===== src/rtl/fetch_stage.sv =====
// fetch_stage: instruction-fetch stage of the 16-bit 5-stage pipelined CPU.
//
// Owns the PC register, the PC+step incrementer, the PC-source mux and the
// IF/ID pipeline register. A small BOOT/RUN/HALT state machine inserts a
// single bubble after reset and freezes fetch once a halt opcode is captured.
//
// Ports:
//   clk           rising-edge clock
//   reset         synchronous, active-high reset
//   stall         hold PC and IF/ID (hazard unit)
//   flush         squash the instruction being fetched (ID stage)
//   pc_src        1 = next PC comes from branch_target
//   branch_target redirect address; bit 0 is forced to zero
//   imem_rdata    instruction word, combinational from imem_addr
//   imem_addr     instruction-memory address (= pc_out)
//   pc_out        current PC register
//   pc_plus2      pc_out + PC_STEP, modulo 2^16
//   next_pc       PC-source mux output (value PC takes on the next edge)
//   ifid_out      {PC+step of captured instruction, instruction}
//   ifid_valid    1 = ifid_out holds a real instruction
//   halted        1 = fetch is frozen in HALT
//
// Control handshake: stall, flush and pc_src are level signals sampled on
// each rising edge; pc_src and flush both take priority over stall, and all
// three are ignored in BOOT and HALT. Only reset leaves HALT.
module fetch_stage #(
  parameter logic [15:0] RESET_PC  = 16'h0000,
  parameter logic [15:0] NOP_WORD  = 16'h0000,
  parameter logic [15:0] HALT_WORD = 16'hFFFF,
  parameter logic [15:0] PC_STEP   = 16'd2
) (
  input  logic        clk,
  input  logic        reset,
  input  logic        stall,
  input  logic        flush,
  input  logic        pc_src,
  input  logic [15:0] branch_target,
  input  logic [15:0] imem_rdata,
  output logic [15:0] imem_addr,
  output logic [15:0] pc_out,
  output logic [15:0] pc_plus2,
  output logic [15:0] next_pc,
  output logic [31:0] ifid_out,
  output logic        ifid_valid,
  output logic        halted
);

  typedef enum logic [1:0] {
    ST_BOOT = 2'd0,
    ST_RUN  = 2'd1,
    ST_HALT = 2'd2
  } state_t;

  state_t      state_q, state_d;
  logic [15:0] pc_q, pc_d;
  logic [31:0] ifid_q, ifid_d;
  logic        ifid_valid_q, ifid_valid_d;

  logic [15:0] pc_inc;
  logic [15:0] redirect_pc;
  logic        halt_fetch;

  always_comb begin
    // Natural 16-bit wrap: 16'hFFFE + 2 = 16'h0000.
    pc_inc      = pc_q + PC_STEP;
    redirect_pc = {branch_target[15:1], 1'b0};
    // A halt word only counts on a clean, committed fetch; with flush or
    // pc_src it is on the wrong path and the redirect wins.
    halt_fetch  = (state_q == ST_RUN) && (imem_rdata == HALT_WORD) &&
                  !stall && !flush && !pc_src;

    state_d      = state_q;
    pc_d         = pc_q;
    ifid_d       = ifid_q;
    ifid_valid_d = ifid_valid_q;

    case (state_q)
      ST_BOOT: begin
        ifid_d       = {16'h0000, NOP_WORD};
        ifid_valid_d = 1'b0;
        state_d      = ST_RUN;
      end
      ST_RUN: begin
        if (pc_src) begin
          pc_d = redirect_pc;
        end else if (!stall && !halt_fetch) begin
          pc_d = pc_inc;
        end

        if (flush) begin
          ifid_d       = {pc_inc, NOP_WORD};
          ifid_valid_d = 1'b0;
        end else if (!stall) begin
          ifid_d       = {pc_inc, imem_rdata};
          ifid_valid_d = 1'b1;
        end

        if (halt_fetch) begin
          state_d = ST_HALT;
        end
      end
      ST_HALT: begin
        ifid_d       = {pc_inc, NOP_WORD};
        ifid_valid_d = 1'b0;
      end
      default: begin
        state_d = ST_BOOT;
      end
    endcase
  end

  always_ff @(posedge clk) begin
    if (reset) begin
      state_q      <= ST_BOOT;
      pc_q         <= RESET_PC;
      ifid_q       <= {16'h0000, NOP_WORD};
      ifid_valid_q <= 1'b0;
    end else begin
      state_q      <= state_d;
      pc_q         <= pc_d;
      ifid_q       <= ifid_d;
      ifid_valid_q <= ifid_valid_d;
    end
  end

  assign pc_out     = pc_q;
  assign imem_addr  = pc_q;
  assign pc_plus2   = pc_inc;
  assign next_pc    = pc_d;
  assign ifid_out   = ifid_q;
  assign ifid_valid = ifid_valid_q;
  assign halted     = (state_q == ST_HALT);

endmodule


===== config.mk =====
export PLATFORM = sky130hd
export DESIGN_NAME = fetch_stage
export DESIGN_NICKNAME = d
export VERILOG_FILES = /design/src/rtl/fetch_stage.sv
export SDC_FILE = /design/constraint.sdc
export NUM_CORES = 1
export LEC_CHECK = 0
export BUFFER_PORTS_ARGS = -buffer_cell sky130_fd_sc_hd__clkbuf_2
export CORE_MARGIN = 1.5
export CORE_UTILIZATION = 50
export CTS_BUF_LIST = sky130_fd_sc_hd__clkbuf_4 sky130_fd_sc_hd__clkbuf_8
export DETAILED_ROUTE_END_ITERATION = 10
export PLACE_DENSITY = 0.87
export SLEW_MARGIN = 10
export SYNTH_ARGS = -nofsm -noshare
export SYNTH_HDL_FRONTEND = slang
export SYNTH_SLANG_ARGS = --single-unit

===== constraint.sdc =====
create_clock -name clk -period 4.88 [get_ports clk]
set_input_delay 0.488 -clock clk [delete_from_list [all_inputs] [get_ports clk]]
set_output_delay 0.488 -clock clk [all_outputs]
set_load 0.02 [all_outputs]

==> impl_metrics.prom <==
# TYPE chip_impl_metric gauge
chip_impl_metric{name="tritoncts.num_buffers",unit=""} 5
chip_impl_metric{name="grt_start_max_net_pins",unit=""} 55
chip_impl_info{name="ys_top_cells_by_count",value="51 x sky130_fd_sc_hd__dfxtp_1, 33 x sky130_fd_sc_hd__nor2_1, 29 x sky130_fd_sc_hd__nand2_1"} 1
chip_impl_metric{name="netSwitchingPower",unit="uW"} 606
chip_impl_metric{name="avgViaCountPerCell",unit=""} 5.65
chip_impl_metric{name="worst_hold_slack",unit="ps"} 431
chip_impl_info{name="hold_path_class",value="input pin to register"} 1
chip_impl_metric{name="dp_hpwl",unit="um"} 5340
chip_impl_metric{name="p_int",unit="uW"} 792
chip_impl_metric{name="worst_pin_slew",unit="ps"} 1120
chip_impl_metric{name="power_frac_seq",unit="%"} 36.0
chip_impl_metric{name="fillers",unit=""} 421
chip_impl_metric{name="grt_usage",unit="%"} 25.1
chip_impl_metric{name="diodes",unit=""} 0
chip_impl_info{name="outcome",value="complete, no violations"} 1
chip_impl_metric{name="clkTransAtPathRegs",unit="ps"} 90
chip_impl_metric{name="power_per_cell_area",unit="nW/um^2"} 433
chip_impl_info{name="hold-path-endpoint",value="ifid_out[0]"} 1
chip_impl_metric{name="worst-r2r-setup-slack",unit="ps"} 1740
chip_impl_metric{name="synth_sequential_area_ratio",unit="%"} 39.7
chip_impl_metric{name="pwr-share-comb",unit="%"} 42.3
chip_impl_info{name="ys_dominant_reg_cell",value="sky130_fd_sc_hd__dfxtp_1"} 1
chip_impl_metric{name="grt_pass1_wl",unit="um"} 10800
chip_impl_metric{name="async_flop_share",unit="%"} 0
chip_impl_info{name="cts_tree",value="done"} 1
chip_impl_metric{name="cts_repair_resize_count",unit=""} 0
chip_impl_info{name="min-delay-start",value="imem_rdata[0]"} 1
chip_impl_metric{name="post_cts_buffers",unit=""} 0
chip_impl_metric{name="postRouteAntennaNets",unit=""} 0
chip_impl_info{name="timing.critical_path.from_type",value="register"} 1
chip_impl_metric{name="cts_hold_buf",unit=""} 0
chip_impl_metric{name="initial_core_utilization",unit="%"} 53.0
chip_impl_metric{name="setup_violations",unit=""} 0
chip_impl_info{name="clock_tree.root_cell",value="sky130_fd_sc_hd__clkbuf_8"} 1
chip_impl_metric{name="fin_tns_setup",unit="ps"} 0
chip_impl_info{name="rsz0062_at_grt",value="no"} 1
chip_impl_metric{name="period_share",unit="%"} 67.9
chip_impl_metric{name="postSynthCellCount",unit=""} 312
chip_impl_info{name="yosysMostFrequentCell",value="sky130_fd_sc_hd__dfxtp_1"} 1
chip_impl_metric{name="yosysUniqueCellTypes",unit=""} 42
chip_impl_metric{name="hold_viol",unit=""} 0
chip_impl_metric{name="syn-num-nets",unit=""} 355
chip_impl_metric{name="ys_seq_elements",unit=""} 51
chip_impl_metric{name="cap_violations",unit=""} 0
chip_impl_metric{name="vdd_drop_max",unit="uV"} 346
chip_impl_metric{name="die-area",unit="sq um"} 5580
chip_impl_metric{name="yosys.area.top_type_share",unit="%"} 39.7
chip_impl_metric{name="die_height",unit="um"} 74.7
chip_impl_metric{name="grt_overflow",unit=""} 0
chip_impl_metric{name="drive_gt1_share",unit="%"} 34.8
chip_impl_metric{name="io-pin-count",unit=""} 135
chip_impl_metric{name="ys.warnings.count",unit=""} 0
chip_impl_metric{name="antenna_violations_before_repair",unit=""} 0
chip_impl_metric{name="worst_skew_pair.late_latency",unit="ps"} 310
chip_impl_metric{name="first_iter_violations",unit=""} 182
chip_impl_info{name="synthTopCellsByArea",value="sky130_fd_sc_hd__dfxtp_1 40%, sky130_fd_sc_hd__buf_4 5.6%, sky130_fd_sc_hd__a22oi_1 5.0%"} 1
chip_impl_metric{name="core_area",unit="sq um"} 4850
chip_impl_metric{name="min_delay_path_depth",unit=""} 3
chip_impl_metric{name="drc_errors",unit=""} 0
chip_impl_metric{name="power.leakage",unit="uW"} 0.00154
chip_impl_metric{name="number_of_global_route_vias_before_repair",unit=""} 2293
chip_impl_metric{name="max-slew-margin-rel",unit="%"} 25.4
chip_impl_info{name="worst_setup_path_end_kind",value="primary output"} 1
chip_impl_info{name="critical_path.reg2reg.startpoint",value="state_q[1]"} 1
chip_impl_metric{name="timing.fmax",unit="MHz"} 302
chip_impl_metric{name="final_max_slew_viol_count",unit=""} 0
chip_impl_metric{name="cts_htree_levels",unit=""} 2
chip_impl_metric{name="number_of_enable_type_register_cells_in_the_synthesized_netlist",unit=""} 0
chip_impl_metric{name="syn2layout_area_growth",unit="%"} 25.6
chip_impl_metric{name="p_sw_share",unit="%"} 43.3
chip_impl_metric{name="synth_area",unit="sq um"} 2570
chip_impl_metric{name="syn-mean-instance-area",unit="sq um"} 8.24
chip_impl_metric{name="finalNetCount",unit=""} 461
chip_impl_info{name="timing.rr.end",value="ifid_out[30]"} 1
chip_impl_info{name="crit_type",value="register to primary output"} 1
chip_impl_metric{name="route.vias.total",unit=""} 2748
chip_impl_metric{name="io_buffers",unit=""} 133
chip_impl_metric{name="rr_worst_depth",unit=""} 7
chip_impl_metric{name="routed_wirelength",unit="um"} 7170
chip_impl_metric{name="critical_path_required",unit="ps"} 4390
chip_impl_metric{name="finalWeightedCongestion",unit=""} 0.884
chip_impl_info{name="netlist.top_cell.by_area",value="sky130_fd_sc_hd__dfxtp_1"} 1
chip_impl_metric{name="worst_clock_skew",unit="ps"} 5.33
chip_impl_metric{name="power.share.clock",unit="%"} 21.7
chip_impl_metric{name="layout_min_cycle_time",unit="ps"} 3320
chip_impl_metric{name="number_of_standard_cell_rows_in_the_floorplan",unit=""} 25
chip_impl_metric{name="crit_path_max_fanout",unit=""} 15
chip_impl_metric{name="timing.critical_path.arrival",unit="ps"} 2830
chip_impl_metric{name="cts_buffer_depth",unit=""} 2
chip_impl_metric{name="route.detailed.wl_per_inst",unit="um"} 14.7
chip_impl_metric{name="chipWidth",unit="um"} 74.7
chip_impl_metric{name="drt_pass1_iterations",unit=""} 7
chip_impl_metric{name="tritoncts_num_sinks",unit=""} 51
-- power by group through the flow --
stage,sequential (uW),combinational (uW),clock (uW)
finish,503,591,303
global route,510,642,329
CTS,502,590,310
detailed placement,511,586,0
global placement,509,578,0
floorplan,542,398,0
-- metal layers --
metal / global-route usage [%] / up-vias / wire (um)
met5: 0 / - / 0
met4: 7.47 / 0 / 86
met3: 5.09 / 10 / 593
met2: 40.8 / 163 / 3450
met1: 33.8 / 1261 / 3040
li1: - / 1314 / -
-- kinds of logic after synthesis --
kind of cell    synth area share (%)
fa+ha+maj                       2.92
compound gates                  19.3
flops                           39.7
buf+inv                         10.1
mux                            0.779
xor+xnor                        4.43
simple gates                    22.8
-- flip-flops by register name, indices dropped and copies added, names as in the netlist --
signal,count
ifid_valid,1
imem_addr,16
ifid_out,32
state_q,2
-- critical path, stage by stage (launching register included) --
cell and delay [ps]:
sky130_fd_sc_hd__dfxtp_1 360, sky130_fd_sc_hd__inv_1 120, sky130_fd_sc_hd__ha_1 480, sky130_fd_sc_hd__nand2b_1 190, sky130_fd_sc_hd__nor4_4 430, sky130_fd_sc_hd__a21oi_1 240, sky130_fd_sc_hd__a311oi_1 410, sky130_fd_sc_hd__nor3_1 120
sky130_fd_sc_hd__clkbuf_2 170
-- final cells by class --
type                    instances  area [sq um]  share of cell area [%]
multi-input cells             213          1290                    40.0
well taps                      67          83.8                    2.60
flip-flops and latches         51          1020                    31.6
clock buffers                   5          68.8                    2.13
repair buffers                133           666                    20.6
clock inverters                 3          46.3                    1.43
inverters                      14          52.6                    1.63
-- per-stage QoR --
stage	power (uW)	util, %	std cells	area (sq um)	worst slack, ps
floorplan	939	-	312	2570	2340
global placement	1090	64.2	478	3110	1890
detailed placement	1100	64.2	478	3110	1800
CTS	1400	66.6	486	3230	1580
global route	1480	66.6	486	3230	1320
finish	1400	66.6	486	3230	1560
-- cell usage in the layout (no fill, tap or decap), types with 2 or more instances in the layout --
master                     synthesis  final
sky130_fd_sc_hd__a211oi_1          7      7
sky130_fd_sc_hd__ha_1              6      6
sky130_fd_sc_hd__a22oi_1          17     17
sky130_fd_sc_hd__a21oi_1          23     23
sky130_fd_sc_hd__clkbuf_2          0    133
sky130_fd_sc_hd__nor2_1           33     33
sky130_fd_sc_hd__xor2_1            9      9
sky130_fd_sc_hd__xnor2_1           4      4
sky130_fd_sc_hd__nand3_1          21     21
sky130_fd_sc_hd__o41ai_1           2      2
sky130_fd_sc_hd__nor4_1            6      6
sky130_fd_sc_hd__nand2_1          29     29
sky130_fd_sc_hd__and2_1            2      2
sky130_fd_sc_hd__inv_1            14     14
sky130_fd_sc_hd__nor2b_1           2      2
sky130_fd_sc_hd__dfxtp_1          51     51
sky130_fd_sc_hd__a222oi_1          7      7
sky130_fd_sc_hd__nand4_1           6      6
sky130_fd_sc_hd__clkbuf_8          0      5
sky130_fd_sc_hd__nand2b_1          7      7
sky130_fd_sc_hd__o22ai_1           2      2
sky130_fd_sc_hd__o21ai_0           3      3
sky130_fd_sc_hd__mux2i_1           2      2
sky130_fd_sc_hd__nor3_1            8      8
-- worst max-delay path by stage --
stage,start,to,cells past startpoint
after floorplan,imem_addr[4],next_pc[15],5
after global placement,state_q[1],ifid_out[16],7
after detailed placement,state_q[1],ifid_out[18],7
after CTS,state_q[1],next_pc[5],8
after global routing,state_q[1],next_pc[15],8
final,state_q[1],next_pc[5],8
Power figures use the tool's default switching activity.
